<file path="config.mk">
export PLATFORM = sky130hd
export DESIGN_NAME = cart_mem_arbiter
export DESIGN_NICKNAME = d
export VERILOG_FILES = /design/src/rtl/cart_mem_arbiter.sv
export SDC_FILE = /design/constraint.sdc
export NUM_CORES = 1
export LEC_CHECK = 0
export ABC_AREA = 0
export BUFFER_PORTS_ARGS = -buffer_cell sky130_fd_sc_hd__buf_2
export CAP_MARGIN = 0
export CORE_MARGIN = 1
export CORE_UTILIZATION = 50
export CTS_CLUSTER_SIZE = 28
export DETAILED_ROUTE_END_ITERATION = 12
export PLACE_DENSITY_LB_ADDON = 0.08
export SLEW_MARGIN = 10
export SYNTH_ARGS = -nofsm -noshare
export SYNTH_HDL_FRONTEND = slang
export SYNTH_SLANG_ARGS = --single-unit
</file>
<file path="constraint.sdc">
create_clock -name clk -period 8.9 [get_ports clk]
set_input_delay 0 -clock clk [delete_from_list [all_inputs] [get_ports clk]]
set_output_delay 0 -clock clk [all_outputs]
set_load 0.03 [all_outputs]
</file>
<file path="src/rtl/cart_mem_arbiter.sv">
// Cartridge memory port arbiter: loader and two slots share one
// 8-bit req/ready memory port, one transaction outstanding at a time.
module cart_mem_arbiter #(
    parameter int ADDR_W = 25
) (
    input  logic              clk,
    input  logic              reset,
    input  logic              ld_wr,
    input  logic [ADDR_W-1:0] ld_addr,
    input  logic [7:0]        ld_data,
    output logic              ld_busy,
    input  logic              s0_req,
    input  logic              s0_we,
    input  logic [ADDR_W-1:0] s0_addr,
    input  logic [7:0]        s0_din,
    output logic [7:0]        s0_dout,
    output logic              s0_ack,
    output logic              s0_wait,
    input  logic              s1_req,
    input  logic              s1_we,
    input  logic [ADDR_W-1:0] s1_addr,
    input  logic [7:0]        s1_din,
    output logic [7:0]        s1_dout,
    output logic              s1_ack,
    output logic              s1_wait,
    output logic              mem_req,
    output logic              mem_we,
    output logic [ADDR_W-1:0] mem_addr,
    output logic [7:0]        mem_din,
    input  logic              mem_ready,
    input  logic [7:0]        mem_dout
);

    typedef enum logic {IDLE, WAIT} state_t;
    typedef enum logic [1:0] {OWN_LD, OWN_S0, OWN_S1} owner_t;

    state_t state, state_nx;
    owner_t owner;

    logic              ld_pend, s0_pend, s1_pend;
    logic [ADDR_W-1:0] ld_addr_q, s0_addr_q, s1_addr_q;
    logic [7:0]        ld_data_q, s0_din_q, s1_din_q;
    logic              s0_we_q, s1_we_q;
    logic              rr;
    logic              grant_ld, grant_s0, grant_s1, done;

    assign ld_busy = ld_pend;
    assign s0_wait = s0_pend;
    assign s1_wait = s1_pend;

    // rr holds the last slot served: 1 means slot 0 wins the next tie
    always_comb begin
        state_nx = state;
        grant_ld = 1'b0;
        grant_s0 = 1'b0;
        grant_s1 = 1'b0;
        done     = 1'b0;
        unique case (state)
            IDLE: begin
                if (ld_pend)
                    grant_ld = 1'b1;
                else if (s0_pend && (!s1_pend || rr))
                    grant_s0 = 1'b1;
                else if (s1_pend)
                    grant_s1 = 1'b1;
                if (ld_pend || s0_pend || s1_pend)
                    state_nx = WAIT;
            end
            WAIT: begin
                if (!mem_req && mem_ready) begin
                    done     = 1'b1;
                    state_nx = IDLE;
                end
            end
        endcase
    end

    always_ff @(posedge clk or posedge reset) begin
        if (reset)
            state <= IDLE;
        else
            state <= state_nx;
    end

    always_ff @(posedge clk or posedge reset) begin
        if (reset) begin
            ld_pend   <= 1'b0;
            s0_pend   <= 1'b0;
            s1_pend   <= 1'b0;
            ld_addr_q <= '0;
            ld_data_q <= '0;
            s0_we_q   <= 1'b0;
            s0_addr_q <= '0;
            s0_din_q  <= '0;
            s1_we_q   <= 1'b0;
            s1_addr_q <= '0;
            s1_din_q  <= '0;
        end else begin
            if (!ld_pend) begin
                ld_pend <= ld_wr;
                if (ld_wr) begin
                    ld_addr_q <= ld_addr;
                    ld_data_q <= ld_data;
                end
            end else if (done && owner == OWN_LD) begin
                ld_pend <= 1'b0;
            end
            if (!s0_pend) begin
                s0_pend <= s0_req;
                if (s0_req) begin
                    s0_we_q   <= s0_we;
                    s0_addr_q <= s0_addr;
                    s0_din_q  <= s0_din;
                end
            end else if (done && owner == OWN_S0) begin
                s0_pend <= 1'b0;
            end
            if (!s1_pend) begin
                s1_pend <= s1_req;
                if (s1_req) begin
                    s1_we_q   <= s1_we;
                    s1_addr_q <= s1_addr;
                    s1_din_q  <= s1_din;
                end
            end else if (done && owner == OWN_S1) begin
                s1_pend <= 1'b0;
            end
        end
    end

    always_ff @(posedge clk or posedge reset) begin
        if (reset) begin
            owner    <= OWN_LD;
            rr       <= 1'b1;
            mem_req  <= 1'b0;
            mem_we   <= 1'b0;
            mem_addr <= '0;
            mem_din  <= '0;
            s0_ack   <= 1'b0;
            s1_ack   <= 1'b0;
            s0_dout  <= 8'hFF;
            s1_dout  <= 8'hFF;
        end else begin
            mem_req <= grant_ld || grant_s0 || grant_s1;
            s0_ack  <= done && owner == OWN_S0;
            s1_ack  <= done && owner == OWN_S1;
            if (grant_ld) begin
                owner    <= OWN_LD;
                mem_we   <= 1'b1;
                mem_addr <= ld_addr_q;
                mem_din  <= ld_data_q;
            end
            if (grant_s0) begin
                owner    <= OWN_S0;
                rr       <= 1'b0;
                mem_we   <= s0_we_q;
                mem_addr <= s0_addr_q;
                mem_din  <= s0_din_q;
            end
            if (grant_s1) begin
                owner    <= OWN_S1;
                rr       <= 1'b1;
                mem_we   <= s1_we_q;
                mem_addr <= s1_addr_q;
                mem_din  <= s1_din_q;
            end
            if (done && !mem_we && owner == OWN_S0)
                s0_dout <= mem_dout;
            if (done && !mem_we && owner == OWN_S1)
                s1_dout <= mem_dout;
        end
    end

endmodule

</file>
# Yosys cells after proc, flatten, opt, wreduce, memory -nomap -nowiden

Cells that the tools add are included.

Register bits after elaboration: 161
Bits of input ports: 115
Word-level logic and storage cells: 84

Equal/unequal tests: 2
Multiplexer cells: 34
Bitwise gates (word level): 4
Reduce and logical (&&, ||, !) cells: 22

Operators by type and width:

| cell               | number |
|---|---|
| $mux 25            | 3 |
| $mux 1             | 24 |
| $mux 8             | 3 |
| $logic_and 1x1->1  | 8 |
| $mux 2             | 3 |
| $reduce_and 2->1   | 3 |
| $logic_or 1x1->1   | 5 |
| $not 1->1          | 4 |
| $logic_not 1->1    | 3 |
| $reduce_bool 3->1  | 1 |
| $eq 2x1->1 const B | 1 |
| $eq 2x2->1 const B | 1 |
| $logic_not 2->1    | 1 |
| $pmux 1 s2         | 1 |
| $reduce_bool 2->1  | 1 |

# Logic depth before layout (Yosys ltp)

Gate-level depths: netlist of the first run.

Word-level depth: 8
Gate-level depth with buffers: 7
Gate-level depth less buffers: 4

# Worst setup path after synthesis of the first run

OpenSTA, ideal clock, no wires.

Path kind: register to register
Start: reg s0_pend, in the netlist s0_wait
End: reg mem_addr[0]
Setup time: 0.135 ns
Arrival time: 1.583 ns
Required time: 8.765 ns
Setup slack: 7.182 ns
Stages on the path, launching flop included: 8
Path through: dfrtp_1 -> buf_2 -> nand2_1 -> and3_1 -> buf_2 -> buf_4 -> a221oi_1 -> o31ai_1

Longest elaborated chain between the ends: 6
Elaborated cells between the ends (all ways): 10

RTL lines:

| what                     | RTL line | source |
|---|---|---|
| start: declaration       | 40       | `logic ld_pend, s0_pend, s1_pend;` |
| start signal: assignment | 109      | `s0_pend <= s0_req;` |
| $logic_and 1x1->1 (*)    | 62       | `else if (s0_pend && (!s1_pend \|\| rr))` |
| $mux 1                   | 62       |  |
| $mux 1                   | 60       | `if (ld_pend)` |
| $mux 1                   | 58       | `unique case (state)` |
| $mux 25                  | 153      | `if (grant_s0) begin` |
| $mux 25                  | 160      | `if (grant_s1) begin` |
| end signal: assignment   | 150      | `mem_addr <= ld_addr_q;` |
| end signal: assignment   | 157      | `mem_addr <= s0_addr_q;` |
| end signal: assignment   | 164      | `mem_addr <= s1_addr_q;` |
| end: declaration         | 28       | `output logic [ADDR_W-1:0] mem_addr,` |

Mark *: on every way between the ends. The rest lies on a longest branch, timed or not.
A chain may end at the register's enable or synchronous reset.

# Worst setup path after layout of the first run

Start: reg ld_pend, in the netlist ld_busy
End: reg mem_addr[3]

Longest elaborated chain between the ends: 4
Elaborated cells between the ends (all ways): 9

RTL lines:

| what                     | RTL line | source |
|---|---|---|
| start: declaration       | 40       |  |
| start signal: assignment | 100      | `ld_pend <= ld_wr;` |
| $mux 1                   | 60       |  |
| $mux 1                   | 58       |  |
| $mux 25                  | 153      |  |
| $mux 25                  | 160      |  |

Parallel ways exist; a longest one is shown, timed or not.

==> results of run 1 <==
worst paths after layout:
kind,startpoint,endpoint,slack (ns),depth (start not counted)
max reg2reg,ld_busy,mem_addr[3],6.30,4
min,s1_req,s1_wait,0.20,3
min reg2reg,mem_din[5],mem_din[5],0.49,2
max in group asynchronous,reset,mem_addr[2],7.32,4
max,ld_busy,mem_addr[3],6.30,4
min in group asynchronous,reset,mem_we,0.35,3
cells in the mapped netlist (all sizes together):
cell type / n
and2: 34
a31oi: 2
dfstp: 17
inv: 5
nor3: 1
mux2: 117
clkbuf: 14
o31ai: 33
a21oi: 35
nand2b: 1
and3b: 1
nor2b: 3
buf: 30
a21o: 3
nand2: 38
o22ai: 1
nand3: 3
and4bb: 1
dfrtp: 144
nor2: 4
and3: 1
o21ai: 2
or2: 2
a221oi: 33
area by class of cell:
class,count,share of cell area (%)
Clock buffer,21,4.72
Multi-Input combinational cell,315,28.7
Clock inverter,10,1.87
Timing Repair Buffer,286,20.6
Sequential cell,161,41.6
Tap cell,180,2.31
Inverter,5,0.244
cells in the final DEF (no fill, tap or decap), types with 4 or more instances in the layout:
master	count
buf_2	170
dfrtp_1	143
dlygate4sd3_1	113
mux2_2	101
nand2_1	38
a21oi_1	35
and2_1	33
o31ai_1	33
a221oi_2	29
clkbuf_16	17
dfstp_2	17
mux2_4	8
mux2_1	8
bufinv_16	5
inv_1	4
a221oi_1	4
power breakdown:
part	switching [uW]	leakage, uW	total, uW	internal, uW
registers	260	0.00190	1370	1110
clock network	285	0.000317	796	510
logic	635	0.00219	1180	548
total	1180	0.00441	3340	2160
repair_timing:
action                    in CTS  in global routing
hold endpoints to repair     218                  0
hold buffers                 113                  0
resized for setup              0                  0
per-layer routing:
metal	wire, um	global-route usage, %	share of wire (%)
met5	0	0	0
met4	349	9.41	1.9
met3	905	6.16	5.0
met1	7650	32.5	43
met2	9040	43.6	50
kinds of logic after synthesis:
logic type	after synthesis	share of synthesized area, %
flops	161	57.1
simple gates	89	6.74
compound gates	109	13.3
buf+inv	49	3.88
mux	117	19.0
critical path: cells and delay by family (launching register included):
family	cells	cell delay, ns
AOI/OAI and AO/OA	2	0.39
DFF	1	0.48
and+or+nand+nor	2	1.62
state kept, by name (all words and copies together), names as in the netlist, 2 cells and up:
register	count
mem_addr	25
ld_addr_q	25
s1_din_q	8
s1_dout	8
mem_din	8
s0_din_q	8
s0_dout	8
ld_data_q	8
s1_addr_q	25
s0_addr_q	25
owner	2
stage by stage:
step                      setup WS, ns  hold slack (ns)  util [%]
after floorplan                   4.58            0.136         -
after global placement            6.27            0.231      57.4
after detailed placement          6.23            0.235      57.4
after CTS                         6.25            0.198      70.2
after global routing              6.03            0.225      70.2
final                             6.30            0.197      70.2
==> results.tsv, run 1 <==
metric	value	unit
final_cell_count_no_fill	978	
synth_top_area_share	50.8	%
setup-violations-final	0	
global_route.usage.total	25.9	%
crit_slowest_cell	and3_2	
core_area	0.0139	mm2
power_leakage	0.00441	uW
synth_top_cells_by_area	dfrtp_1 51%, mux2_2 16%, dfstp_2 6.3%, a221oi_2 6.1%, o31ai_1 3.5%	
relSlewSlack	13.4	%
yosysWarnings	0	
fp.dieW	121	um
worstPathRequired	9.23	ns
critical_path.max_fanout	39	
globalplace.congestion	0.764	
initial_antenna_violation_count	0	
critical_path.cell_chain	nor2_4, and3_2, a221oi_1, o31ai_1	
drc	0	
post_synth_instance_area	0.00710	mm2
initial_core_util	51.1	%
finalPower	3340	uW
period_minus_slack	2.60	ns
average_wire_per_standard_cell	18.3	um
dr.first_iter.drc_count	338	
drt_pass1_iterations	5	
synth_sequential_area_ratio	57.1	%
numPlacedInstances	834	
hold_viol_final	0	
viasPerCell	5.37	
timing_worst_slew_pin_value	1.30	ns
drive_gt1_share	46.0	%
area.sequential	0.00405	mm2
fin_worst_skew	0.00791	ns
postSynthAreaPerCell	13.5	um2
synthesis.nets	640	
first_global_vias	5611	
final_max_slew_viol_count	0	
die_area	0.0147	mm2
syn-instance-count	525	
antenna_cells_inserted	0	
placedInstanceArea	0.00797	mm2
cts_max_level	4	
cts.root.buffer_cell	clkbuf_16	
buffer_ports.inserted	170	
finalNetCount	901	
setup.worst_path.class	reg2reg	
multi_input_area	0.00280	mm2
rsz0062_at_grt	no	
final_antenna_net_count	0	
power.ir.vdd_worst	167	uV
num_rows	43	
synth_cell_type_count	33	
worst_skew_pair.late_latency	0.42	ns
total_power_divided_by_cell_area	343	mW/mm2
timing.final.crit_share	29.2	%
arrival	2.93	ns
worst_path_largest_cell_delay	1.00	ns
startpoint_type	flop	
cts-buffers-inserted	17	
pin_count	171	
critPathCaptureType	flop	
grt.overflow.total	0	
final_area	0.00975	mm2
nFillCells	1002	
cts_setup_buffers	0	
grt_first_pass_wirelength	28.6	mm
netlist.top_cell.by_area	dfrtp_1	
vias	5248	
clock-sinks	161	
route.final.wire_length	17.9	mm
maxCapViolations	0	
fmax	385	MHz
ys_seq_elements	161	
tns	0	ns
syn2layout_area_growth	37.4	%
dp_hpwl	10.6	mm
clock_path_buffers	2	
cts.clk_slew.worst_paths	0.06	ns
die-height	121	um
holdCritPathClass	in2reg	
status	finished, final reports clean	
cts_tree	built	
pin_count_of_the_biggest_net_entering_global_routing	117	
No activity file was read; power rests on OpenSTA's default activity.
==> run 2, diff against run 1 <==
==> constraint.sdc (replaced) <==
create_clock -name clk -period 2.42 [get_ports clk]
set_input_delay 0 -clock clk [delete_from_list [all_inputs] [get_ports clk]]
set_output_delay 0 -clock clk [all_outputs]
set_load 0.03 [all_outputs]
==> results.tsv, run 2 (same netlist as run 1, synthesis figures left out) <==
metric	value	unit
status	finished, final reports clean	
buffer_ports.inserted	170	
grt.overflow.total	0	
pin_count_of_the_biggest_net_entering_global_routing	85	
arrival	2.36	ns
most-common-layout-cells	170 x buf_2, 143 x dfrtp_1, 113 x dlygate4sd3_1	
cts_tree	built	
clock-sinks	161	
average_wire_per_standard_cell	17.8	um
cts.root.buffer_cell	clkbuf_16	
cts_max_level	4	
global_route.usage.total	25.6	%
total_power_divided_by_cell_area	1250	mW/mm2
cts_resized	0	
cts.clk_slew.worst_paths	0.06	ns
layout_commonest_cell	buf_2	
worst_skew_pair.late_latency	0.42	ns
final_max_slew_viol_count	0	
finalPower	12300	uW
timing_worst_slew_pin_value	1.03	ns
grt_first_pass_wirelength	28.2	mm
antenna_cells_inserted	0	
core_area	0.0139	mm2
relSlewSlack	31.6	%
period_minus_slack	2.04	ns
die_area	0.0147	mm2
power_leakage	0.00448	uW
nFillCells	982	
first_global_vias	5648	
fmax	490	MHz
critPathCaptureType	flop	
timing.final.crit_share	84.4	%
setup-violations-final	0	
startpoint_type	flop	
syn2layout_area_growth	39.5	%
setup.worst_path.class	reg2reg	
drt_pass1_iterations	4	
cts-buffers-inserted	17	
die-height	121	um
fin_worst_skew	0.00595	ns
fp.dieW	121	um
rsz0062_at_grt	no	
drive_gt1_share	47.2	%
vias	5338	
clock_path_buffers	2	
num_rows	43	
globalplace.congestion	0.756	
initial_antenna_violation_count	0	
holdCritPathClass	in2reg	
final_antenna_net_count	0	
viasPerCell	5.36	
initial_core_util	51.1	%
power.ir.vdd_worst	760	uV
hold_viol_final	0	
critical_path.max_fanout	33	
maxCapViolations	0	
finalNetCount	918	
dp_hpwl	11.2	mm
drc	0	
worstPathRequired	2.74	ns
route.final.wire_length	17.7	mm
tns	0	ns
pin_count	171	
dr.first_iter.drc_count	326	
[run 2: cell count changes in the layout (fill, tap and decap cells not counted)]
cell	delta
bufinv_16	-1
clkinv_4	-2
clkbuf_1	-1
clkinvlp_4	+4
clkbuf_8	+1
buf_12	+3
inv_6	-1
buf_4	+14
[run 2: final timing paths]
| path | from | end | slack (ns) | cells after the start |
|---|---|---|---|---|
| worst max-delay path | ld_busy | mem_addr[0] | 0.38 | 4 |
| worst min-delay path | s1_req | s1_din_q[1] | 0.09 | 3 |
| worst max register to register | ld_busy | mem_addr[0] | 0.38 | 4 |
| worst min register to register | mem_din[5] | mem_din[5] | 0.48 | 2 |
| max in group asynchronous | reset | s1_addr_q[23] | 1.54 | 4 |
| min in group asynchronous | reset | s0_dout[1] | 0.41 | 3 |
[run 2: routing by layer]
metal | global-route usage [%] | part of all wire, % | vias up
li1 | - | - | 2463
met4 | 8.33 | 1.6 | 0
met5 | 0 | 0 | -
met1 | 31.7 | 43 | 2711
met3 | 6.16 | 4.8 | 24
met2 | 43.8 | 51 | 140
[run 2: worst max-delay path, cell delays in order (launching register included)]
cell and delay (ns):
dfrtp_1 0.49, nor2_4 0.13, and3_2 0.88, a221oi_1 0.14, o31ai_1 0.30
[run 2: area by class of cell]
class | instances | area, um2 | share of cell area [%]
sequential | 161 | 4050 | 40.9
multi-input combinational | 315 | 2800 | 28.3
timing repair buffer | 303 | 2170 | 21.9
clock buffer | 21 | 470 | 4.75
tap | 180 | 225 | 2.28
clock inverter | 10 | 158 | 1.59
inverter | 5 | 22.5 | 0.228
[run 2: power by group]
group / switching, uW / total (uW) / internal (uW)
Combinational: 2480 / 4610 / 2130
Sequential: 802 / 4870 / 4070
Clock: 1050 / 2850 / 1800
[run 2: through the flow]
stage	utilization [%]	std cells	area, um2	hold slack (ns)	worst slack (ns)
final	71.3	995	9900	0.0949	0.377
after global routing	71.3	995	9900	0.101	0.275
after CTS	71.3	995	9900	0.0841	0.380
after detailed placement	58.6	851	8140	0.235	0.402
after global placement	58.6	851	8140	0.232	0.458
after floorplan	-	525	7100	0.136	0.391
[run 2: repair_timing]
item / in CTS / in global routing
setup buffers: 0 / 0
hold buffers: 113 / 0
hold endpoints to repair: 195 / 0
==> run 3, diff against run 2 <==
--- a/config.mk
+++ b/config.mk
@@ -5,11 +5,11 @@
 export SDC_FILE = /design/constraint.sdc
 export NUM_CORES = 1
 export LEC_CHECK = 0
-export ABC_AREA = 0
+export ABC_AREA = 1
 export BUFFER_PORTS_ARGS = -buffer_cell sky130_fd_sc_hd__buf_2
 export CAP_MARGIN = 0
 export CORE_MARGIN = 1
-export CORE_UTILIZATION = 50
+export CORE_UTILIZATION = 48
 export CTS_CLUSTER_SIZE = 28
 export DETAILED_ROUTE_END_ITERATION = 12
 export PLACE_DENSITY_LB_ADDON = 0.08
==> constraint.sdc (replaced) <==
create_clock -name clk -period 1.65 [get_ports clk]
set_input_delay 0 -clock clk [delete_from_list [all_inputs] [get_ports clk]]
set_output_delay 0 -clock clk [all_outputs]
set_load 0.03 [all_outputs]
==> results.tsv, run 3 <==
metric	value	unit
clock-sinks	161	
startpoint_type	flop	
post_synth_instance_area	0.00714	mm2
initial_core_util	49.1	%
dr.first_iter.drc_count	401	
buffer_ports.inserted	170	
pin_count	171	
synth_sequential_area_ratio	56.7	%
status	finished, final reports clean	
gr-max-usage-layer	met2	
power_leakage	0.00516	uW
worstRegToRegCells	7	
fin_worst_skew	0.00794	ns
period_minus_slack	1.52	ns
ff2ff_setup_slack	0.13	ns
core_area	0.0145	mm2
syn2layout_area_growth	38.8	%
final_antenna_net_count	0	
route.final.wire_length	19.1	mm
grt_util_met1	31.5	%
synthesis.nets	869	
average_wire_per_standard_cell	15.5	um
hold_viol_final	0	
viasPerCell	5.01	
first_global_vias	6202	
yosysWarnings	0	
synth_top_area_share	50.4	%
final_util	68.2	%
worstSetupEndpoint	mem_addr[6]	
cts_max_level	4	
grt_first_pass_wirelength	30.1	mm
die-height	124	um
critical_path.reg2reg.startpoint	state	
initial_antenna_violation_count	0	
cts-buffers-inserted	17	
cts.clk_slew.worst_paths	0.06	ns
netlist.top_cell.by_area	dfrtp_1	
final_max_slew_viol_count	0	
synth_top_cells_by_area	dfrtp_1 50%, nand2_1 10%, mux2_2 7.6%, dfstp_2 6.3%, nand3_1 4.8%	
ys_seq_elements	161	
fp.dieW	124	um
timing_worst_slew_pin_value	0.646	ns
cts_setup_buffers	0	
total_power_divided_by_cell_area	1760	mW/mm2
power.ir.vdd_worst	958	uV
rsz0062_at_grt	no	
drt_pass1_iterations	5	
global_route.usage.total	26.2	%
synth-edff-count	0	
clock_path_buffers	2	
holdCritPathClass	in2reg	
synth_common_cells	190 x nand2_1, 144 x dfrtp_1, 77 x inv_1	
final_cell_count_no_fill	1230	
worst_skew_pair.late_latency	0.42	ns
most-common-layout-cells	188 x nand2_1, 170 x buf_2, 143 x dfrtp_1	
num_rows	44	
pin_count_of_the_biggest_net_entering_global_routing	70	
antenna_cells_inserted	0	
synthMostInstantiatedCell	nand2_1	
cts.root.buffer_cell	clkbuf_16	
numPlacedInstances	1087	
finalNetCount	1148	
postSynthAreaPerCell	9.47	um2
setup-violations-final	0	
vias	6163	
worst_r2r_endpoint	mem_addr[6]	
globalRouteMet2Util	46.0	%
worstSetupStartpoint	state	
die_area	0.0154	mm2
dp_hpwl	12.1	mm
drive_gt1_share	29.3	%
critPathCaptureType	flop	
relSlewSlack	56.9	%
global_route_met3_utilization	6.73	%
arrival	1.83	ns
syn-instance-count	754	
synth-async-reset-ratio	100	%
timing.final.crit_share	92.2	%
cts_tree	built	
drc	0	
layout_commonest_cell	nand2_1	
postSynth.topFlopCell	dfrtp_1	
setup.worst_path.class	reg2reg	
grt.overflow.total	0	
synth_cell_type_count	27	
maxCapViolations	0	
worstPathRequired	1.96	ns
globalplace.congestion	0.803	
fmax	657	MHz
critical_path.max_fanout	32	
nFillCells	1125	
## run 3: cell count changes after synthesis, sizes merged, moves of 6 or more
cell,before,now
nand3,3,70
mux2,117,67
clkbuf,14,8
buf,30,37
o21ai,2,21
a221oi,33,0
o31ai,33,0
nand2,38,192
inv,5,87
nand4,0,35
nor2,4,38
and2,34,0
## run 3: kinds of logic (layout without fill, tap and decap cells)
logic type,after synthesis,count (layout),synth area share [%]
AO/OA/AOI/OAI,58,58,4.29
buffers and inverters,132,424,7.86
flip-flops,161,161,56.7
multiplexers,67,67,10.6
AND/OR/NAND/NOR,336,336,20.6
## run 3: worst min path at each step
stage / from / to / slack (ns) / depth (start not counted)
after CTS: ld_wr / ld_busy / 0.06 / 4
final: ld_wr / ld_busy / 0.06 / 4
after detailed placement: reset / s1_ack / 0.06 / 2
after global placement: reset / s1_ack / 0.05 / 2
after global routing: ld_wr / ld_busy / 0.08 / 4
after floorplan: mem_dout[0] / s0_dout[0] / 0.12 / 2
## run 3: critical path, stage by stage, from the launching register on
cell     delay (ns)
dfrtp_1        0.45
nor2_4         0.22
buf_4          0.37
nand3_1        0.12
nand2_1        0.09
inv_2          0.03
nand2_1        0.05
nand2_1        0.05
## run 3: report_power, final
group          internal [uW]  total (uW)  switching (uW)
registers               6000        7010            1010
logic                   2630        6930            4300
clock network           2080        3560            1480
## run 3: final cells by class
cell class                 instances  area [um2]  area share [%]
sequential                       161        4050            40.9
multi-input combinational        461        2540            25.7
timing repair buffer             305        2230            22.5
clock buffer                      27         504            5.09
inverter                          87         330            3.33
tap                              184         230            2.32
clock inverter                     5        26.3           0.265
## run 3: through the flow
stage               total power (uW)  TNS [ns]  worst slack, ns  instance area (um2)  hold WS [ns]
detailed placement             13800         0            0.132                 8270        0.0554
floorplan                      11700    -54.57           -0.379                 7150         0.119
finish                         17500         0            0.128                 9920        0.0587
CTS                            17600         0            0.101                 9920        0.0552
global placement               13600         0            0.192                 8270        0.0471
global route                   18700         0          0.00911                 9920        0.0758
## run 3: repair_timing
item / CTS / global route
hold buffers: 111 / 0
gates resized for setup: 0 / 0
hold endpoints to repair: 138 / 0
## run 3: metal layers
metal  up-vias  routed length [um]
li1       2987                   -
met1      2985                7880
met2       172                9920
met3        19                1020
met4         0                 304
met5         -                   0
